$ cat src/rtl/obstacle_manager_pkg.sv
// Shared types and constants for the obstacle manager: slot layout, FSM states
// and the lane-mapping helper.
package obstacle_pkg;

    localparam int OBSTACLE_COUNT = 10;
    localparam int OBS_BITS       = 15;

    localparam int TYPE_MSB   = 14;
    localparam int TYPE_LSB   = 13;
    localparam int POS_MSB    = 12;
    localparam int POS_LSB    = 3;
    localparam int LANE_MSB   = 2;
    localparam int LANE_LSB   = 1;
    localparam int ACTIVE_BIT = 0;

    localparam int LANE_COUNT     = 3;
    localparam int OBSTACLE_WIDTH = 246;

    typedef struct packed {
        logic [1:0] otype;
        logic [9:0] pos;
        logic [1:0] lane;
        logic       active;
    } obstacle_t;

    typedef enum logic [1:0] {
        ST_IDLE   = 2'd0,
        ST_SCROLL = 2'd1,
        ST_SPAWN  = 2'd2
    } state_t;

    // Raw 2-bit lane codes beyond the last real lane fold onto lane 1.
    function automatic logic [1:0] map_lane(input logic [1:0] raw);
        return (raw >= 2'(LANE_COUNT)) ? 2'd1 : raw;
    endfunction

endpackage

$ cat src/rtl/obstacle_manager_lfsr16.sv
// 16-bit Fibonacci LFSR (taps 16,14,13,11) that advances one step when asked.
module lfsr16 #(
    parameter logic [15:0] SEED = 16'hACE1
) (
    input  logic        clock,
    input  logic        reset_n,
    input  logic        step,
    output logic [15:0] state
);

    logic [15:0] state_q;
    logic [15:0] state_d;

    always_comb begin
        state_d = state_q;
        if (step) begin
            state_d = {state_q[14:0], state_q[15] ^ state_q[13] ^ state_q[12] ^ state_q[10]};
        end
    end

    always_ff @(posedge clock or negedge reset_n) begin
        if (!reset_n) begin
            state_q <= SEED;
        end else begin
            state_q <= state_d;
        end
    end

    assign state = state_q;

endmodule

$ cat src/rtl/obstacle_manager.sv
// Per-frame obstacle update: scrolls ten slots one per cycle after each vsync
// tick, then optionally spawns a new obstacle at the far edge.
module obstacle_manager
    import obstacle_pkg::*;
#(
    parameter logic [9:0]  SPAWN_POS = 10'd1023,
    parameter int unsigned MIN_GAP   = 30,
    parameter logic [15:0] LFSR_SEED = 16'hACE1
) (
    input  logic                             system_clock_in,
    input  logic                             reset_n_in,
    input  logic                             vsync,
    input  logic                             enable_in,
    input  logic                             clear_in,
    input  logic [3:0]                       speed_in,
    output obstacle_t [OBSTACLE_COUNT-1:0]   obstacles,
    output logic                             obstacle_passed_out,
    output logic                             busy_out
);

    state_t                          state_q, state_d;
    obstacle_t [OBSTACLE_COUNT-1:0]  obst_q, obst_d;
    logic [3:0]                      idx_q, idx_d;
    logic [3:0]                      speed_q, speed_d;
    logic [15:0]                     cnt_q, cnt_d;
    logic                            vsync_q, vsync_d;
    logic                            passed_q, passed_d;

    logic [15:0] lfsr_state;
    logic        lfsr_step;
    logic        tick;
    logic [3:0]  free_idx;
    logic        free_ok;
    obstacle_t   cur;
    logic        unused_lfsr_bits;

    lfsr16 #(
        .SEED (LFSR_SEED)
    ) u_lfsr (
        .clock   (system_clock_in),
        .reset_n (reset_n_in),
        .step    (lfsr_step),
        .state   (lfsr_state)
    );

    assign unused_lfsr_bits = ^lfsr_state[15:9];

    assign tick = vsync_q & ~vsync & enable_in;

    // Lowest-index free slot; scanning downward lets the lowest index win.
    always_comb begin
        free_idx = 4'd0;
        free_ok  = 1'b0;
        for (int i = OBSTACLE_COUNT - 1; i >= 0; i--) begin
            if (!obst_q[i].active) begin
                free_idx = 4'(i);
                free_ok  = 1'b1;
            end
        end
    end

    always_comb begin
        state_d   = state_q;
        obst_d    = obst_q;
        idx_d     = idx_q;
        speed_d   = speed_q;
        cnt_d     = cnt_q;
        passed_d  = 1'b0;
        lfsr_step = 1'b0;
        vsync_d   = vsync;
        cur       = obst_q[idx_q];

        case (state_q)
            ST_IDLE: begin
                if (tick) begin
                    state_d = ST_SCROLL;
                    speed_d = speed_in;
                    idx_d   = 4'd0;
                end
            end
            ST_SCROLL: begin
                if (cur.active) begin
                    if (cur.pos >= {6'd0, speed_q}) begin
                        obst_d[idx_q].pos = cur.pos - {6'd0, speed_q};
                    end else begin
                        obst_d[idx_q].active = 1'b0;
                        passed_d             = 1'b1;
                    end
                end
                if (idx_q == 4'(OBSTACLE_COUNT - 1)) begin
                    state_d = ST_SPAWN;
                end else begin
                    idx_d = idx_q + 4'd1;
                end
            end
            ST_SPAWN: begin
                lfsr_step = 1'b1;
                state_d   = ST_IDLE;
                // A count of 1 reaches zero on this visit, so it spawns now.
                if (cnt_q <= 16'd1) begin
                    cnt_d = 16'(MIN_GAP) + 16'(lfsr_state[8:4]);
                    if (free_ok) begin
                        obst_d[free_idx].otype  = lfsr_state[3:2];
                        obst_d[free_idx].pos    = SPAWN_POS;
                        obst_d[free_idx].lane   = map_lane(lfsr_state[1:0]);
                        obst_d[free_idx].active = 1'b1;
                    end
                end else begin
                    cnt_d = cnt_q - 16'd1;
                end
            end
            default: begin
                state_d = ST_IDLE;
            end
        endcase

        // Clear overrides the whole update, including any spawn this cycle.
        if (clear_in) begin
            obst_d = obst_q;
            for (int i = 0; i < OBSTACLE_COUNT; i++) begin
                obst_d[i].active = 1'b0;
            end
            state_d   = ST_IDLE;
            cnt_d     = 16'(MIN_GAP);
            passed_d  = 1'b0;
            lfsr_step = 1'b0;
        end
    end

    always_ff @(posedge system_clock_in or negedge reset_n_in) begin
        if (!reset_n_in) begin
            state_q  <= ST_IDLE;
            obst_q   <= '0;
            idx_q    <= 4'd0;
            speed_q  <= 4'd0;
            cnt_q    <= 16'(MIN_GAP);
            vsync_q  <= 1'b1;
            passed_q <= 1'b0;
        end else begin
            state_q  <= state_d;
            obst_q   <= obst_d;
            idx_q    <= idx_d;
            speed_q  <= speed_d;
            cnt_q    <= cnt_d;
            vsync_q  <= vsync_d;
            passed_q <= passed_d;
        end
    end

    assign obstacles           = obst_q;
    assign obstacle_passed_out = passed_q;
    assign busy_out            = (state_q != ST_IDLE);

endmodule
$ cat config.mk
export PLATFORM = sky130hd
export DESIGN_NAME = obstacle_manager
export DESIGN_NICKNAME = d
export VERILOG_FILES = /design/src/rtl/obstacle_manager_pkg.sv /design/src/rtl/obstacle_manager_lfsr16.sv /design/src/rtl/obstacle_manager.sv
export SDC_FILE = /design/constraint.sdc
export NUM_CORES = 1
export LEC_CHECK = 0
export CAP_MARGIN = 20
export CORE_UTILIZATION = 30
export CTS_CLUSTER_SIZE = 40
export DETAILED_ROUTE_END_ITERATION = 10
export HOLD_SLACK_MARGIN = 0.1
export PLACE_DENSITY = 0.5
export RECOVER_POWER = 50
export SLEW_MARGIN = 20
export SYNTH_ARGS = -nofsm -noshare
export SYNTH_HDL_FRONTEND = slang
export SYNTH_SLANG_ARGS = --single-unit
$ cat constraint.sdc
create_clock -name system_clock_in -period 6.3 [get_ports system_clock_in]
set_clock_uncertainty 0.2 [all_clocks]
set_input_delay 1.26 -clock system_clock_in [delete_from_list [all_inputs] [get_ports system_clock_in]]
set_output_delay 1.26 -clock system_clock_in [all_outputs]
set_load 0.05 [all_outputs]
After elaboration in Yosys (flattened, before gate mapping)
Index checks and enable logic that the tools add are counted.
{"block": "op_classes", "add_sub_neg": 4, "n_lt_le_gt_ge": 7, "eq_ne": 13, "mux": 63, "bitwise": 7, "reduce_logical": 13}
{"cell": "$bwmux W150", "n": 6}
{"cell": "$mux W150", "n": 4}
{"cell": "$demux W15 S4", "n": 6}
{"cell": "$pmux W150 S2", "n": 1}
{"cell": "$mux W136", "n": 1}
{"cell": "$bmux W15 S4", "n": 1}
{"cell": "$mux W16", "n": 3}
{"cell": "$mux W4", "n": 12}
{"cell": "$mux W13", "n": 3}
{"cell": "$mux W1", "n": 18}
{"cell": "$le A16 B1 Y1 const B", "n": 1}
{"cell": "$sub A16 B1 Y16 const B", "n": 1}
{"cell": "$mux W15", "n": 1}
{"cell": "$ne A3 B3 Y1 const B", "n": 5}
{"cell": "$ge A10 B4 Y1", "n": 1}
{"cell": "$lt A4 B5 Y1 const B", "n": 2}
{"cell": "$ne A2 B2 Y1 const B", "n": 5}
{"cell": "$sub A10 B4 Y10", "n": 1}
{"cell": "$ge A4 B1 Y1 const B", "n": 2}
{"cell": "$mux W2", "n": 4}
{"cell": "$pmux W4 S2", "n": 1}
{"cell": "$reduce_bool A2 Y1", "n": 4}
{"cell": "$add A5 B5 Y6 const A", "n": 1}
{"cell": "$reduce_and A5 Y1", "n": 1}
{"cell": "other kinds (16)", "n": 22}
{"block": "totals", "regBits": 194, "input_bits": 9, "output_inout_bits": 152, "elab_cells": 154}

Logic depth before layout (Yosys ltp)
Gate-level depths: netlist of run 1.
{"block": "depth", "depth_word": 22, "mapped_depth": 18, "ltp_nobuf": 13}

Cells and area by module
A second synthesis of run 1 with hierarchy kept.
{"block": "unflattened", "cells_unflattened": 916, "hier_area_um2": 10272.4}
{"mod": "obstacle_manager", "n_inst": 1, "cells_per_inst": 878, "area_each_um2": 9596.7, "seq_area_each_um2": 4460.5}
{"mod": "lfsr16", "n_inst": 1, "cells_per_inst": 38, "area_each_um2": 675.6, "seq_area_each_um2": 410.4}

Worst setup path after synthesis of run 1
Ideal clock, no wire load.
{"block": "synth_path", "path_kind": "register to register", "startpoint": "register idx_q[0]", "endpoint": "register obst_q, in the netlist obstacles[87]", "setup_time_ns": 0.124, "arrival_time_ns": 4.483, "required_ns": 5.976, "setup_slack_ns": 1.493, "stages_incl_launch_ff": 17, "n_path_buf": 5, "synth_period_minus_slack_ns": 4.807, "path_cell_list": "dfrtp_1 -> buf_4 -> buf_6 -> buf_4 -> buf_1 -> mux4_2 -> mux2i_1 -> o22ai_1 -> fa_1 -> a21o_1 -> a21oi_1 -> nor4b_1 -> nand4_2 -> o21ai_2 -> buf_4 -> nor3_1 -> a211o_1"}
{"block": "synth_via", "elab_chain_len": 8, "elab_cells_between_ends": 17, "cone_classes": "add/sub: 1; order compare: 3; eq/ne: 1; mux: 10; reduce/logical: 2"}
{"element": "from (decl)", "line_no": "obstacle_manager.sv:23", "rtl": "logic [3:0] idx_q, idx_d;"}
{"element": "from (signal assigned)", "line_no": "obstacle_manager.sv:142", "rtl": "idx_q <= idx_d;"}
{"element": "parallel branches: the longest is 8 deep, another holds $sub A10 B4 Y10"}
{"element": "to (signal assigned)", "line_no": "obstacle_manager.sv:141", "rtl": "obst_q <= obst_d;"}
{"element": "to (decl)", "line_no": "obstacle_manager.sv:22", "rtl": "obstacle_t [OBSTACLE_COUNT-1:0] obst_q, obst_d;"}
Parallel ways; which one is timed is not known. The select of a mux whose other input is x is not followed.
A chain may end at the register's enable or synchronous reset.

Worst setup path in the final report of run 1
{"block": "layout_path", "startpoint": "register idx_q[1]", "endpoint": "register obst_q, in the netlist obstacles[87]"}
The elaborated chain is that of the path after synthesis.

==> results.sh, run 1 <==
export IMPL_gp_congestion=0.865
export IMPL_internal_power_uw=2400
export IMPL_final_period_utilization_pct=89.3
export IMPL_switchingPower_uw=1790
export IMPL_placedCellCount=1443
export IMPL_root_buffer="clkbuf_16"
export IMPL_seq_power_share_pct=34.9
export IMPL_p_total_uw=4180
export IMPL_area_delta_synth_final_pct=26.2
export IMPL_drtIter0Drc=688
export IMPL_cp_start_kind="flip-flop"
export IMPL_crit_type="flip-flop to flip-flop"
export IMPL_synth_edf_count=0
export IMPL_die_w_um=183
export IMPL_ys_ff_latch=194
export IMPL_dp_hpwl_mm=24.6
export IMPL_power_density_nw_per_um2=337
export IMPL_routedWlPerCell_um=22.6
export IMPL_start_util_pct=30.8
export IMPL_antenna_cells=0
export IMPL_cts_sinks=194
export IMPL_drt_wl_total_mm=33.3
export IMPL_reg2reg_slack_ns=0.67
export IMPL_tightest_slew_ns=2.68
export IMPL_core_sq_um=32000
export IMPL_clock_latency_ns=0.45
export IMPL_synth_area_per_cell_sq_um=11.2
export IMPL_clockPowerShare_pct=26.6
export IMPL_setup_tns_final_ns=0
export IMPL_synthArstFlopShare_pct=100
export IMPL_violations="capacitance limit, slew limit"
export IMPL_ys_types=81
export IMPL_critPathRequiredTime_ns=6.43
export IMPL_cts_tree="done"
export IMPL_grt_max_degree=104
export IMPL_io_pins=161
export IMPL_cp_arrival_ns=5.76
export IMPL_drc=0
export IMPL_path_max_fanout=23
export IMPL_yosys_area_share_simple_pct=11.8
export IMPL_place_area_sq_um=11900
export IMPL_max_cap_viol_count=1
export IMPL_dieArea_sq_um=33600
export IMPL_synth_top_family_by_area="compound AO/OA/AOI/OAI gates"
export IMPL_synth_fa_ha_area_share_pct=1.60
export IMPL_track_usage_pct=20.3
export IMPL_overflow=0
export IMPL_numPortBuffers=160
export IMPL_synth_ff_type="dfrtp_1"
export IMPL_endpoint_kind="flip-flop"
export IMPL_ir_drop_v=0.000208
export IMPL_cts_made_buffers=17
export IMPL_fin_crit_ns=5.63
export IMPL_rsz0062_at_grt="false"
export IMPL_synth_top_cell_area_share_pct=46.0
export IMPL_synthMuxAreaShare_pct=13.2
export IMPL_r2r_cells=13
export IMPL_synthCells=880
export IMPL_clockBufferDepth=2
export IMPL_fill_cells=3146
export IMPL_cts_htree_levels=4
export IMPL_ys_warn_count=0
export IMPL_layout_drive_gt1_share_pct=14.9
export IMPL_p_sw_share_pct=42.7
export IMPL_dp_slack_ns=1.19
export IMPL_synth_area_leader_cell="dfrtp_1"
export IMPL_postRouteAntennaNets=0
export IMPL_grt_pass1_vias=8003
export IMPL_syn_cell_area_sq_um=9850
export IMPL_total_leakage_power_uw=0.00519
export IMPL_nets=1048
export IMPL_hold_viol=0
export IMPL_synth_seq_area_share_pct=49.5
export IMPL_status="finished with violations"
export IMPL_synth_fp_nets=901
export IMPL_antenna_found_initial=0
export IMPL_setup_viol=0
export IMPL_pwr_share_comb_pct=38.5
export IMPL_synth_area_leaders="dfrtp_1, mux2_2, mux2i_1, dfstp_2, mux4_2"
export IMPL_min_path_cells=2
export IMPL_final_area_sq_um=12400
export IMPL_path_clk_slew_ns=0.08
export IMPL_max_freq_ghz=0.178
export IMPL_setup_slack_ns=0.671
export IMPL_drt_pass1_iterations=5
export IMPL_vias_per_cell=5.45
export IMPL_routed_via_count=8044
export IMPL_grt_first_pass_wirelength_mm=51.0
export IMPL_maxSlewViolCount=103
export IMPL_synth_compound_area_share_pct=19.4
export IMPL_slew_headroom_pct=-78.5
export IMPL_final_cells=1475
export IMPL_die_y_um=183
export IMPL_cts_resized=0
export IMPL_rows=65
export IMPL_hold_class="flip-flop to flip-flop"
export IMPL_cts_setup_buffers=0
export IMPL_synthXorXnorAreaFrac_pct=1.51
export IMPL_cts_hold_buffers=0
Yosys cell counts (4+ instances only):
master,number
buf_4,8
a21oi_2,4
o22a_1,29
dfrtp_1,181
buf_2,10
nor2b_1,8
a2bb2oi_1,28
ha_1,11
nand2b_1,6
mux2i_1,39
nor2_1,62
o22ai_1,13
a31oi_1,20
o21ai_0,31
o211ai_1,5
xnor2_1,9
or3_1,8
inv_1,17
a21o_1,5
o32a_1,17
clkbuf_1,16
mux4_2,13
mux2_2,55
dfstp_2,13
xor2_1,8
nand3_1,17
o31ai_1,5
nand4_1,8
nand2_1,75
buf_1,6
a21oi_1,47
and2_1,7
nor3_1,15
cell usage in the layout, fill, tap and decap left out, drive strengths merged, types with 19 or more instances in the layout:
cell	count
a21oi	52
dfrtp	181
mux2i	39
o21ai	34
clkdlybuf4s50	114
nor2	64
dlygate4sd3	45
a31oi	20
clkbuf	24
a2bb2oi	29
o22a	29
nand2	75
inv	19
mux2	55
flip-flops by register name (all words and copies together), names as in the netlist:
register,count
obstacles,150
obstacle_passed_out,1
speed_q,4
idx_q,4
cnt_q,16
state_q,2
u_lfsr.state,16
vsync_q,1
final timing paths:
| path | end | from |
|---|---|---|
| max in group asynchronous | obstacles[138]$_DFFE_PN0P_ | reset_n_in |
| min in group asynchronous | obstacles[61]$_DFFE_PN0P_ | reset_n_in |
| setup reg to reg | obstacles[87]$_DFFE_PN0P_ | idx_q[1]$_DFFE_PN0P_ |
| hold reg to reg | u_lfsr.state[6]$_DFFE_PN1P_ | u_lfsr.state[5]$_DFFE_PN1P_ |
| hold / removal | u_lfsr.state[6]$_DFFE_PN1P_ | u_lfsr.state[5]$_DFFE_PN1P_ |
| setup / recovery | obstacles[87]$_DFFE_PN0P_ | idx_q[1]$_DFFE_PN0P_ |
routing by layer:
layer | up-vias | GRT usage, % | routed length, um | part of all wire (%)
met5 | - | 0 | 0 | 0
met4 | 0 | 5.53 | 600 | 1.8
met3 | 35 | 3.71 | 1980 | 6.0
met2 | 279 | 30.3 | 14800 | 45
met1 | 4116 | 29.9 | 15900 | 48
li1 | 3614 | - | - | -
area by class of cell:
type                       instances  area, sq um  area share (%)
sequential                       194         4870            39.2
clock inverter                    12          130            1.05
inverter                          17         63.8           0.513
timing repair buffer             171         1680            13.5
multi-input combinational        626         4680            37.7
clock buffer                      20          457            3.67
tap                              435          544            4.38
power by group through the flow:
stage	combinational (uW)	sequential [uW]	clock, uW
after floorplan	858	1630	0
after global placement	1590	1490	0
after detailed placement	1580	1480	0
after CTS	1590	1460	1130
after global routing	1700	1470	1180
final	1610	1460	1110
cells by family after synthesis:
kind of cell / Yosys count
adders and majority gates: 12
buffers and inverters: 60
muxes: 107
DFF: 194
xor gates and xnor gates: 17
AOI/OAI and AO/OA: 253
and+or+nand+nor: 237
worst max-delay path, cell delays in order, from the launching register on:
cell	delay [ns]
dfrtp_1	1.16
mux4_2	0.45
mux2i_1	0.20
o22a_1	0.18
ha_1	0.16
inv_1	0.05
fa_1	0.42
a21o_1	0.18
a21oi_1	0.31
nor4b_1	0.52
nand4_2	0.33
o21ai_2	0.72
nor3_1	0.28
a211o_1	0.32
stage by stage:
stage	util, %	hold WS (ns)
finish	38.9	0.288
global route	38.9	0.311
CTS	39.0	0.287
detailed placement	37.1	0.289
global placement	37.1	0.269
floorplan	-	0.251
(Power assumes the default switching activity.)
==> inputs of run 2 (changes only) <==
- CTS_BUF_LIST: not set -> sky130_fd_sc_hd__clkbuf_16
- SLEW_MARGIN: 20 -> not set
- clock period: 6.3 -> 6.14 ns (I/O delays scaled with it)
==> results.sh, run 2 (same netlist as run 1, synthesis figures left out) <==
export IMPL_status="finished with violations"
export IMPL_violations="capacitance limit, slew limit"
export IMPL_max_cap_viol_count=2
export IMPL_path_max_fanout=14
export IMPL_critPathRequiredTime_ns=6.28
export IMPL_rows=65
export IMPL_cts_sinks=194
export IMPL_clockBufferDepth=2
export IMPL_final_common_cell="dfrtp_1"
export IMPL_io_pins=161
export IMPL_start_util_pct=30.8
export IMPL_dieArea_sq_um=33600
export IMPL_power_density_nw_per_um2=350
export IMPL_dp_hpwl_mm=24.6
export IMPL_track_usage_pct=20.2
export IMPL_rsz0062_at_grt="false"
export IMPL_gp_congestion=0.854
export IMPL_fill_cells=3130
export IMPL_seq_area_sq_um=4870
export IMPL_cts_hold_buffers=0
export IMPL_drt_wl_total_mm=33.4
export IMPL_min_from="u_lfsr.state[5]$_DFFE_PN1P_"
export IMPL_final_area_sq_um=12500
export IMPL_ir_drop_v=0.000239
export IMPL_fin_util_pct=39.2
export IMPL_cts_resized=0
export IMPL_crit_type="flip-flop to flip-flop"
export IMPL_die_y_um=183
export IMPL_place_area_sq_um=11900
export IMPL_grt_max_degree=101
export IMPL_setup_viol=0
export IMPL_hold_class="flip-flop to flip-flop"
export IMPL_setup_slack_ns=0.710
export IMPL_numPortBuffers=160
export IMPL_cp_start_kind="flip-flop"
export IMPL_antenna_found_initial=0
export IMPL_slew_headroom_pct=-72.3
export IMPL_multiInputGateArea_sq_um=4690
export IMPL_cts_setup_buffers=0
export IMPL_routedWlPerCell_um=22.6
export IMPL_postRouteAntennaNets=0
export IMPL_largest_register_ffs=150
export IMPL_overflow=0
export IMPL_fin_crit_ns=5.43
export IMPL_rr_startpoint="idx_q[0]$_DFFE_PN0P_"
export IMPL_maxSlewViolCount=123
export IMPL_routed_via_count=7949
export IMPL_drc=0
export IMPL_drt_pass1_iterations=5
export IMPL_dp_slack_ns=1.01
export IMPL_min_path_cells=2
export IMPL_cts_made_buffers=17
export IMPL_reg2reg_slack_ns=0.71
export IMPL_layout_drive_gt1_share_pct=15.3
export IMPL_die_w_um=183
export IMPL_nets=1052
export IMPL_grt_pass1_vias=7913
export IMPL_core_sq_um=32000
export IMPL_cts_htree_levels=4
export IMPL_setup_tns_final_ns=0
export IMPL_r2r_end="obstacles[87]$_DFFE_PN0P_"
export IMPL_cp_arrival_ns=5.57
export IMPL_final_period_utilization_pct=88.4
export IMPL_endpoint="obstacles[87]$_DFFE_PN0P_"
export IMPL_most_common_layout_cells="dfrtp_1, clkdlybuf4s50_1, nand2_1, nor2_1, mux2_2"
export IMPL_hold_viol=0
export IMPL_cts_tree="done"
export IMPL_grt_first_pass_wirelength_mm=51.1
export IMPL_path_clk_slew_ns=0.08
export IMPL_drtIter0Drc=661
export IMPL_p_total_uw=4380
export IMPL_r2r_cells=13
export IMPL_vias_per_cell=5.37
export IMPL_endpoint_kind="flip-flop"
export IMPL_root_buffer="clkbuf_16"
export IMPL_worstSetupStartpoint="idx_q[0]$_DFFE_PN0P_"
export IMPL_area_delta_synth_final_pct=27.1
export IMPL_total_leakage_power_uw=0.00521
export IMPL_tightest_slew_ns=2.58
export IMPL_clock_latency_ns=0.46
export IMPL_max_freq_ghz=0.184
-- run 2: worst max-delay path, stage by stage (launching register included) --
cell	delay, ns
dfrtp_1	0.88
mux4_2	0.61
mux2i_1	0.16
o22a_1	0.17
ha_1	0.16
inv_1	0.06
fa_1	0.42
a21o_1	0.18
a21oi_1	0.32
nor4b_1	0.54
nand4_2	0.33
o21ai_2	0.71
nor3_1	0.28
a211o_1	0.31
-- run 2: worst min-delay path by stage --
stage | slack (ns) | endpoint
floorplan | 0.25 | cnt_q[11]$_DFFE_PN0N_
global route | 0.32 | obstacles[89]$_DFFE_PN0P_
detailed placement | 0.28 | cnt_q[11]$_DFFE_PN0N_
global placement | 0.27 | cnt_q[11]$_DFFE_PN0N_
finish | 0.30 | u_lfsr.state[6]$_DFFE_PN1P_
CTS | 0.30 | cnt_q[11]$_DFFE_PN0N_
-- run 2: per-stage QoR --
step / instances / hold WS (ns)
4_1_cts: 1479 / 0.301
3_5_place_dp: 1447 / 0.282
3_3_place_gp: 1447 / 0.273
6_report: 1480 / 0.298
2_1_floorplan: 880 / 0.251
5_1_grt: 1479 / 0.319
-- run 2: layout make-up --
cell class	instances	share of cell area (%)
repair buffers	175	13.6
inverters	17	0.510
diodes	1	0.0200
clock inverters	15	1.72
multi-input cells	626	37.5
clock buffers	17	3.40
flip-flops and latches	194	38.9
well taps	435	4.35
-- run 2: power breakdown --
group          internal (uW)  switching (uW)
logic                    490            1170
clock network            605             612
registers               1360             141
-- run 2: per-layer routing --
metal  vias up  share of wire [%]  GRT usage (%)
li1       3619                  -              -
met1      4055                 48           29.7
met2       244                 45           30.5
met3        31                5.2           3.20
met4         0                1.6           5.90
met5         -                  0              0
==> inputs of run 3 (changes only) <==
- CTS_CLUSTER_SIZE: 40 -> 28
==> results of run 3 <==
The final DEF is identical to that of run 2; final timing and power are the same.
